## src/rtl/fft_input_buffer.sv

```systemverilog
// Double-banked input buffer for a 32-point FFT: fills a write bank (optionally
// in bit-reversed slot order) and hands complete frames to Stage1 in parallel.
module fft_input_buffer #(
  parameter int p_inputBits  = 9,
  parameter int p_bitReverse = 1
) (
  input  logic                          CLK,
  input  logic                          RST,
  input  logic                          i_valid,
  input  logic signed [p_inputBits-1:0] i_sample,
  output logic                          o_ready,
  output logic                          o_frame_valid,
  input  logic                          i_frame_ack,
  output logic signed [p_inputBits-1:0] o_a0,  o_a1,  o_a2,  o_a3,
  output logic signed [p_inputBits-1:0] o_a4,  o_a5,  o_a6,  o_a7,
  output logic signed [p_inputBits-1:0] o_a8,  o_a9,  o_a10, o_a11,
  output logic signed [p_inputBits-1:0] o_a12, o_a13, o_a14, o_a15,
  output logic signed [p_inputBits-1:0] o_a16, o_a17, o_a18, o_a19,
  output logic signed [p_inputBits-1:0] o_a20, o_a21, o_a22, o_a23,
  output logic signed [p_inputBits-1:0] o_a24, o_a25, o_a26, o_a27,
  output logic signed [p_inputBits-1:0] o_a28, o_a29, o_a30, o_a31
);

  typedef enum logic {FILL = 1'b0, STALL = 1'b1} state_e;

  state_e                              state_q, state_d;
  logic [4:0]                          k_q, k_d;
  logic [31:0][p_inputBits-1:0]        wbank_q, wbank_d;
  logic [31:0][p_inputBits-1:0]        rbank_q, rbank_d;
  logic                                valid_q, valid_d;

  logic       accept, last, rd_free, swap;
  logic [4:0] slot;

  assign accept  = i_valid && o_ready;
  assign last    = accept && (k_q == 5'd31);
  assign rd_free = !valid_q || i_frame_ack;
  assign swap    = ((state_q == FILL) && last && rd_free) ||
                   ((state_q == STALL) && i_frame_ack);
  assign slot    = (p_bitReverse != 0) ? {k_q[0], k_q[1], k_q[2], k_q[3], k_q[4]} : k_q;

  always_ff @(posedge CLK) begin
    if (RST) state_q <= FILL;
    else     state_q <= state_d;
  end

  always_comb begin
    state_d = state_q;
    case (state_q)
      FILL:    if (last && !rd_free) state_d = STALL;
      STALL:   if (i_frame_ack)      state_d = FILL;
      default: state_d = FILL;
    endcase
  end

  always_comb begin
    o_ready = (state_q == FILL) && !RST;
  end

  // The swap copies the write bank including the sample landing this cycle,
  // so the frame is visible one cycle after its 32nd sample.
  always_comb begin
    wbank_d = wbank_q;
    if (accept) wbank_d[slot] = i_sample;
    rbank_d = swap ? wbank_d : rbank_q;
    if (swap)                 k_d = 5'd0;
    else if (accept && !last) k_d = k_q + 5'd1;
    else                      k_d = k_q;
    if (swap)             valid_d = 1'b1;
    else if (i_frame_ack) valid_d = 1'b0;
    else                  valid_d = valid_q;
  end

  always_ff @(posedge CLK) begin
    if (RST) begin
      wbank_q <= '0;
      rbank_q <= '0;
      k_q     <= 5'd0;
      valid_q <= 1'b0;
    end else begin
      wbank_q <= wbank_d;
      rbank_q <= rbank_d;
      k_q     <= k_d;
      valid_q <= valid_d;
    end
  end

  assign o_frame_valid = valid_q;

  assign o_a0  = rbank_q[0];   assign o_a1  = rbank_q[1];
  assign o_a2  = rbank_q[2];   assign o_a3  = rbank_q[3];
  assign o_a4  = rbank_q[4];   assign o_a5  = rbank_q[5];
  assign o_a6  = rbank_q[6];   assign o_a7  = rbank_q[7];
  assign o_a8  = rbank_q[8];   assign o_a9  = rbank_q[9];
  assign o_a10 = rbank_q[10];  assign o_a11 = rbank_q[11];
  assign o_a12 = rbank_q[12];  assign o_a13 = rbank_q[13];
  assign o_a14 = rbank_q[14];  assign o_a15 = rbank_q[15];
  assign o_a16 = rbank_q[16];  assign o_a17 = rbank_q[17];
  assign o_a18 = rbank_q[18];  assign o_a19 = rbank_q[19];
  assign o_a20 = rbank_q[20];  assign o_a21 = rbank_q[21];
  assign o_a22 = rbank_q[22];  assign o_a23 = rbank_q[23];
  assign o_a24 = rbank_q[24];  assign o_a25 = rbank_q[25];
  assign o_a26 = rbank_q[26];  assign o_a27 = rbank_q[27];
  assign o_a28 = rbank_q[28];  assign o_a29 = rbank_q[29];
  assign o_a30 = rbank_q[30];  assign o_a31 = rbank_q[31];

endmodule

```

## config.mk

```make
export PLATFORM = sky130hd
export DESIGN_NAME = fft_input_buffer
export DESIGN_NICKNAME = d
export VERILOG_FILES = /design/src/rtl/fft_input_buffer.sv
export SDC_FILE = /design/constraint.sdc
export NUM_CORES = 1
export LEC_CHECK = 0
export CAP_MARGIN = 20
export CORE_ASPECT_RATIO = 1.1
export CORE_MARGIN = 2
export CORE_UTILIZATION = 40
export CTS_CLUSTER_SIZE = 25
export DETAILED_ROUTE_END_ITERATION = 6
export SYNTH_ARGS = -nofsm -noshare
export SYNTH_HDL_FRONTEND = slang
export SYNTH_SLANG_ARGS = --single-unit
```

## constraint.sdc

```tcl
create_clock -name CLK -period 3.1 [get_ports CLK]
set_input_delay 0.93 -clock CLK [delete_from_list [all_inputs] [get_ports CLK]]
set_output_delay 0.93 -clock CLK [all_outputs]
set_load 0.01 [all_outputs]
```

==> impl_metrics.py <==
metrics = {
    "status": {
        "status": "finished clean",
    },
    "placement": {
        "portBuffers": 302,
        "post-dp-hpwl_microns": 34170,
        "postPlaceCellArea_sq_mm": 0.02424,
        "place.gp.congestion": 0.7380,
    },
    "logic_synthesis": {
        "synth-edff-count": 0,
        "yosysWarnings": 0,
        "synth_nets": 2028,
        "avgSynthCellArea_sq_um": 10.23,
        "synth_area_leaders": "dfxtp_1, mux2i_1, nor2_1",
        "yosys.area.top_type_share": 0.5679,
        "synthFlopType": "dfxtp_1",
        "netlist_area_sq_mm": 0.02055,
        "yosysUniqueCellTypes": 32,
        "async_flop_share": 0,
        "synth_seq_cells": 583,
        "syn_inst": 2008,
        "synth_top_cell_by_area": "dfxtp_1",
        "seq_area_frac_synth": 0.5679,
    },
    "layout": {
        "areaGrowthSynthToFinish_pct": 27.65,
        "post-route-cell-area_sq_mm": 0.02623,
        "diodes": 0,
        "top_register": "wbank_q",
        "largest_reg_flops": 288,
        "nets": 2258,
        "drive_above_1_share": 0.1001,
        "n_fill_cell": 4634,
    },
    "sta": {
        "report.final.hold_viol_count": 0,
        "setup_viol": 0,
        "fin_crit_sh": 0.8898,
        "max_slew_margin": 0.3285,
        "worstMarginPinSlew_ns": 1.007,
        "maxSlewViolCount": 0,
        "rsz0062_at_grt": "false",
        "max_freq_mhz": 362.5,
        "finClkSkew_ns": 0.01586,
        "period_needed_ns": 2.758,
        "tns_ns": 0,
    },
    "worst_setup_path": {
        "worstSetupEndpoint": "o_ready",
        "crit_fanout": 9,
        "crit_path_end_kind": "output pin",
        "crit_chain": "nor2_1, clkdlybuf4s50_1",
        "worstPathArrival_ns": 1.83,
        "startpoint": "state_q",
        "ff2ff_setup_slack_ns": 0.58,
        "rr_worst_depth": 7,
        "worstSetupStartpointType": "flip-flop",
        "r2r-end": "o_a16[5]",
        "r2r_start": "k_q[2]",
        "cp_slowest_cell": "dfxtp_1",
        "cpPeakStageDelay_ns": 0.55,
        "worstPathRequired_ns": 2.17,
        "crit_type": "flip-flop to output pin",
    },
    "die": {
        "dieArea_sq_mm": 0.05321,
        "fp.dieW_microns": 220.1,
        "ioPinCount": 303,
        "start_util": 0.4025,
        "core_region_area_sq_mm": 0.05105,
        "rows": 87,
        "die_y_microns": 241.7,
    },
    "clocking": {
        "hold_buffers": 0,
        "cts_buffers": 59,
        "ctsRootBufferMaster": "clkbuf_16",
        "postCtsSetupRepairBufs": 0,
        "cts_htree_levels": 2,
        "clk-insertion-delay-late_ns": 0.61,
        "cts_resized": 0,
        "path_clk_slew_ns": 0.06,
        "cts.path.max_buffers": 3,
        "clock-sinks": 583,
        "cts_tree": "built",
    },
    "drt": {
        "drc": 0,
        "vias": 14780,
        "finalWirelength_microns": 54750,
        "viasPerCell": 5.003,
        "wire_per_inst_microns": 18.53,
        "drt_iter0_drc": 897,
        "firstDrtPassIters": 5,
        "ant_nets": 0,
    },
    "grt": {
        "grt_pass1_wl_microns": 84460,
        "grt_max_degree": 207,
        "antenna_found_initial": 0,
        "met2_usage": 0.3284,
        "busiest_layer": "met2",
        "grtUsageMet3": 0.03686,
        "overflow": 0,
        "grt_use_met1": 0.2805,
        "grt_pass1_vias": 14370,
        "grt_use_total": 0.2037,
    },
    "pwr": {
        "finalPower_uw": 15100,
        "p_leak_uw": 0.009979,
        "vdd_ir_drop_max_uv": 457.2,
        "p_per_area_mw_per_mm2": 575.4,
    },
    "run": {
        "max_cap_viol_count": 0,
    },
    "hold_path": {
        "hp-start": "wbank_q[214]",
        "hp-class": "flip-flop to flip-flop",
    },
}
## through the flow
step / util / instances / hold WS [ns] / setup WS [ns]
2_1_floorplan: - / 2008 / 0.4564 / 0.3953
3_3_place_gp: 0.4747 / 2844 / 0.4692 / 0.05389
3_5_place_dp: 0.4747 / 2844 / 0.4787 / -0.01136
4_1_cts: 0.5138 / 2955 / 0.4948 / 0.2749
5_1_grt: 0.5138 / 2955 / 0.5152 / 0.2756
6_report: 0.5138 / 2955 / 0.4886 / 0.3417
## power by group
group / leakage, uW / internal (uW) / switching [uW]
logic: 0.00430 / 87.4 / 290
registers: 0.00469 / 7500 / 9.06
clock network: 0.000984 / 4220 / 2980
total: 0.00998 / 11800 / 3280
## cells in the mapped netlist, types with 3 or more instances
library cell / instances
nor3_1: 5
nor3b_2: 5
clkbuf_1: 126
buf_2: 49
ha_1: 7
a211oi_1: 246
nor3_2: 6
inv_1: 3
a211oi_2: 42
mux2i_1: 291
nor2b_1: 5
nor2_1: 580
buf_6: 12
dfxtp_1: 583
nand3_1: 15
buf_1: 7
nand4_1: 6
nand2_1: 4
## critical path, delay by kind of cell (launching register included)
kind,cells,cell delay [ns]
buf+inv,1,0.55
flops,1,0.55
simple gates,1,0.11
## logic make-up (layout without fill, tap and decap cells)
family / Yosys count / in the layout / share of synthesized area
compound gates: 292 / 292 / 0.1168
xor+xnor: 2 / 2 / 0.0008526
fa+ha+maj: 7 / 7 / 0.004262
buf+inv: 199 / 479 / 0.04408
flops: 583 / 583 / 0.5679
mux: 291 / 291 / 0.1417
simple gates: 634 / 634 / 0.1243
## layout by cell type (no fill, tap or decap), types with 2 or more instances in the layout
cell type | Yosys | routed
a211oi_1 | 246 | 246
a211oi_2 | 42 | 42
and4_1 | 2 | 2
buf_12 | 0 | 22
buf_2 | 49 | 9
buf_4 | 2 | 41
bufinv_16 | 0 | 4
clkbuf_1 | 126 | 10
clkbuf_16 | 0 | 59
clkbuf_8 | 0 | 16
clkdlybuf4s50_1 | 0 | 292
clkinv_2 | 0 | 12
clkinv_4 | 0 | 3
clkinvlp_4 | 0 | 4
dfxtp_1 | 583 | 583
ha_1 | 7 | 7
inv_1 | 3 | 3
inv_6 | 0 | 3
mux2i_1 | 291 | 291
nand2_1 | 4 | 4
nand3_1 | 15 | 15
nand4_1 | 6 | 6
nor2_1 | 580 | 580
nor2b_1 | 5 | 5
nor3_1 | 5 | 5
nor3_2 | 6 | 6
nor3b_2 | 5 | 4
## per-layer routing
metal	up-vias	share of wire
met5	-	0
met4	0	0.018
met3	68	0.051
met2	309	0.46
met1	7067	0.47
li1	7339	-
## area by class of cell
type	instances	area, sq um	share of cell area
Tap cell	667	834.6	0.03181
Inverter	3	11.26	0.0004293
Clock buffer	85	1734	0.06611
Clock inverter	26	262.8	0.01002
Multi-Input combinational cell	1226	7988	0.3045
Sequential cell	583	11670	0.4449
Timing Repair Buffer	365	3731	0.1422
## worst min-delay path by stage
| stage | to | slack (ns) | cells past startpoint |
|---|---|---|---|
| 2_1_floorplan | wbank_q[134] | 0.46 | 2 |
| 3_3_place_gp | wbank_q[139] | 0.47 | 2 |
| 3_5_place_dp | wbank_q[192] | 0.48 | 2 |
| 4_1_cts | wbank_q[124] | 0.49 | 2 |
| 5_1_grt | wbank_q[128] | 0.52 | 2 |
| 6_report | wbank_q[214] | 0.49 | 2 |
Note: power is estimated with default switching activity, not from simulation.
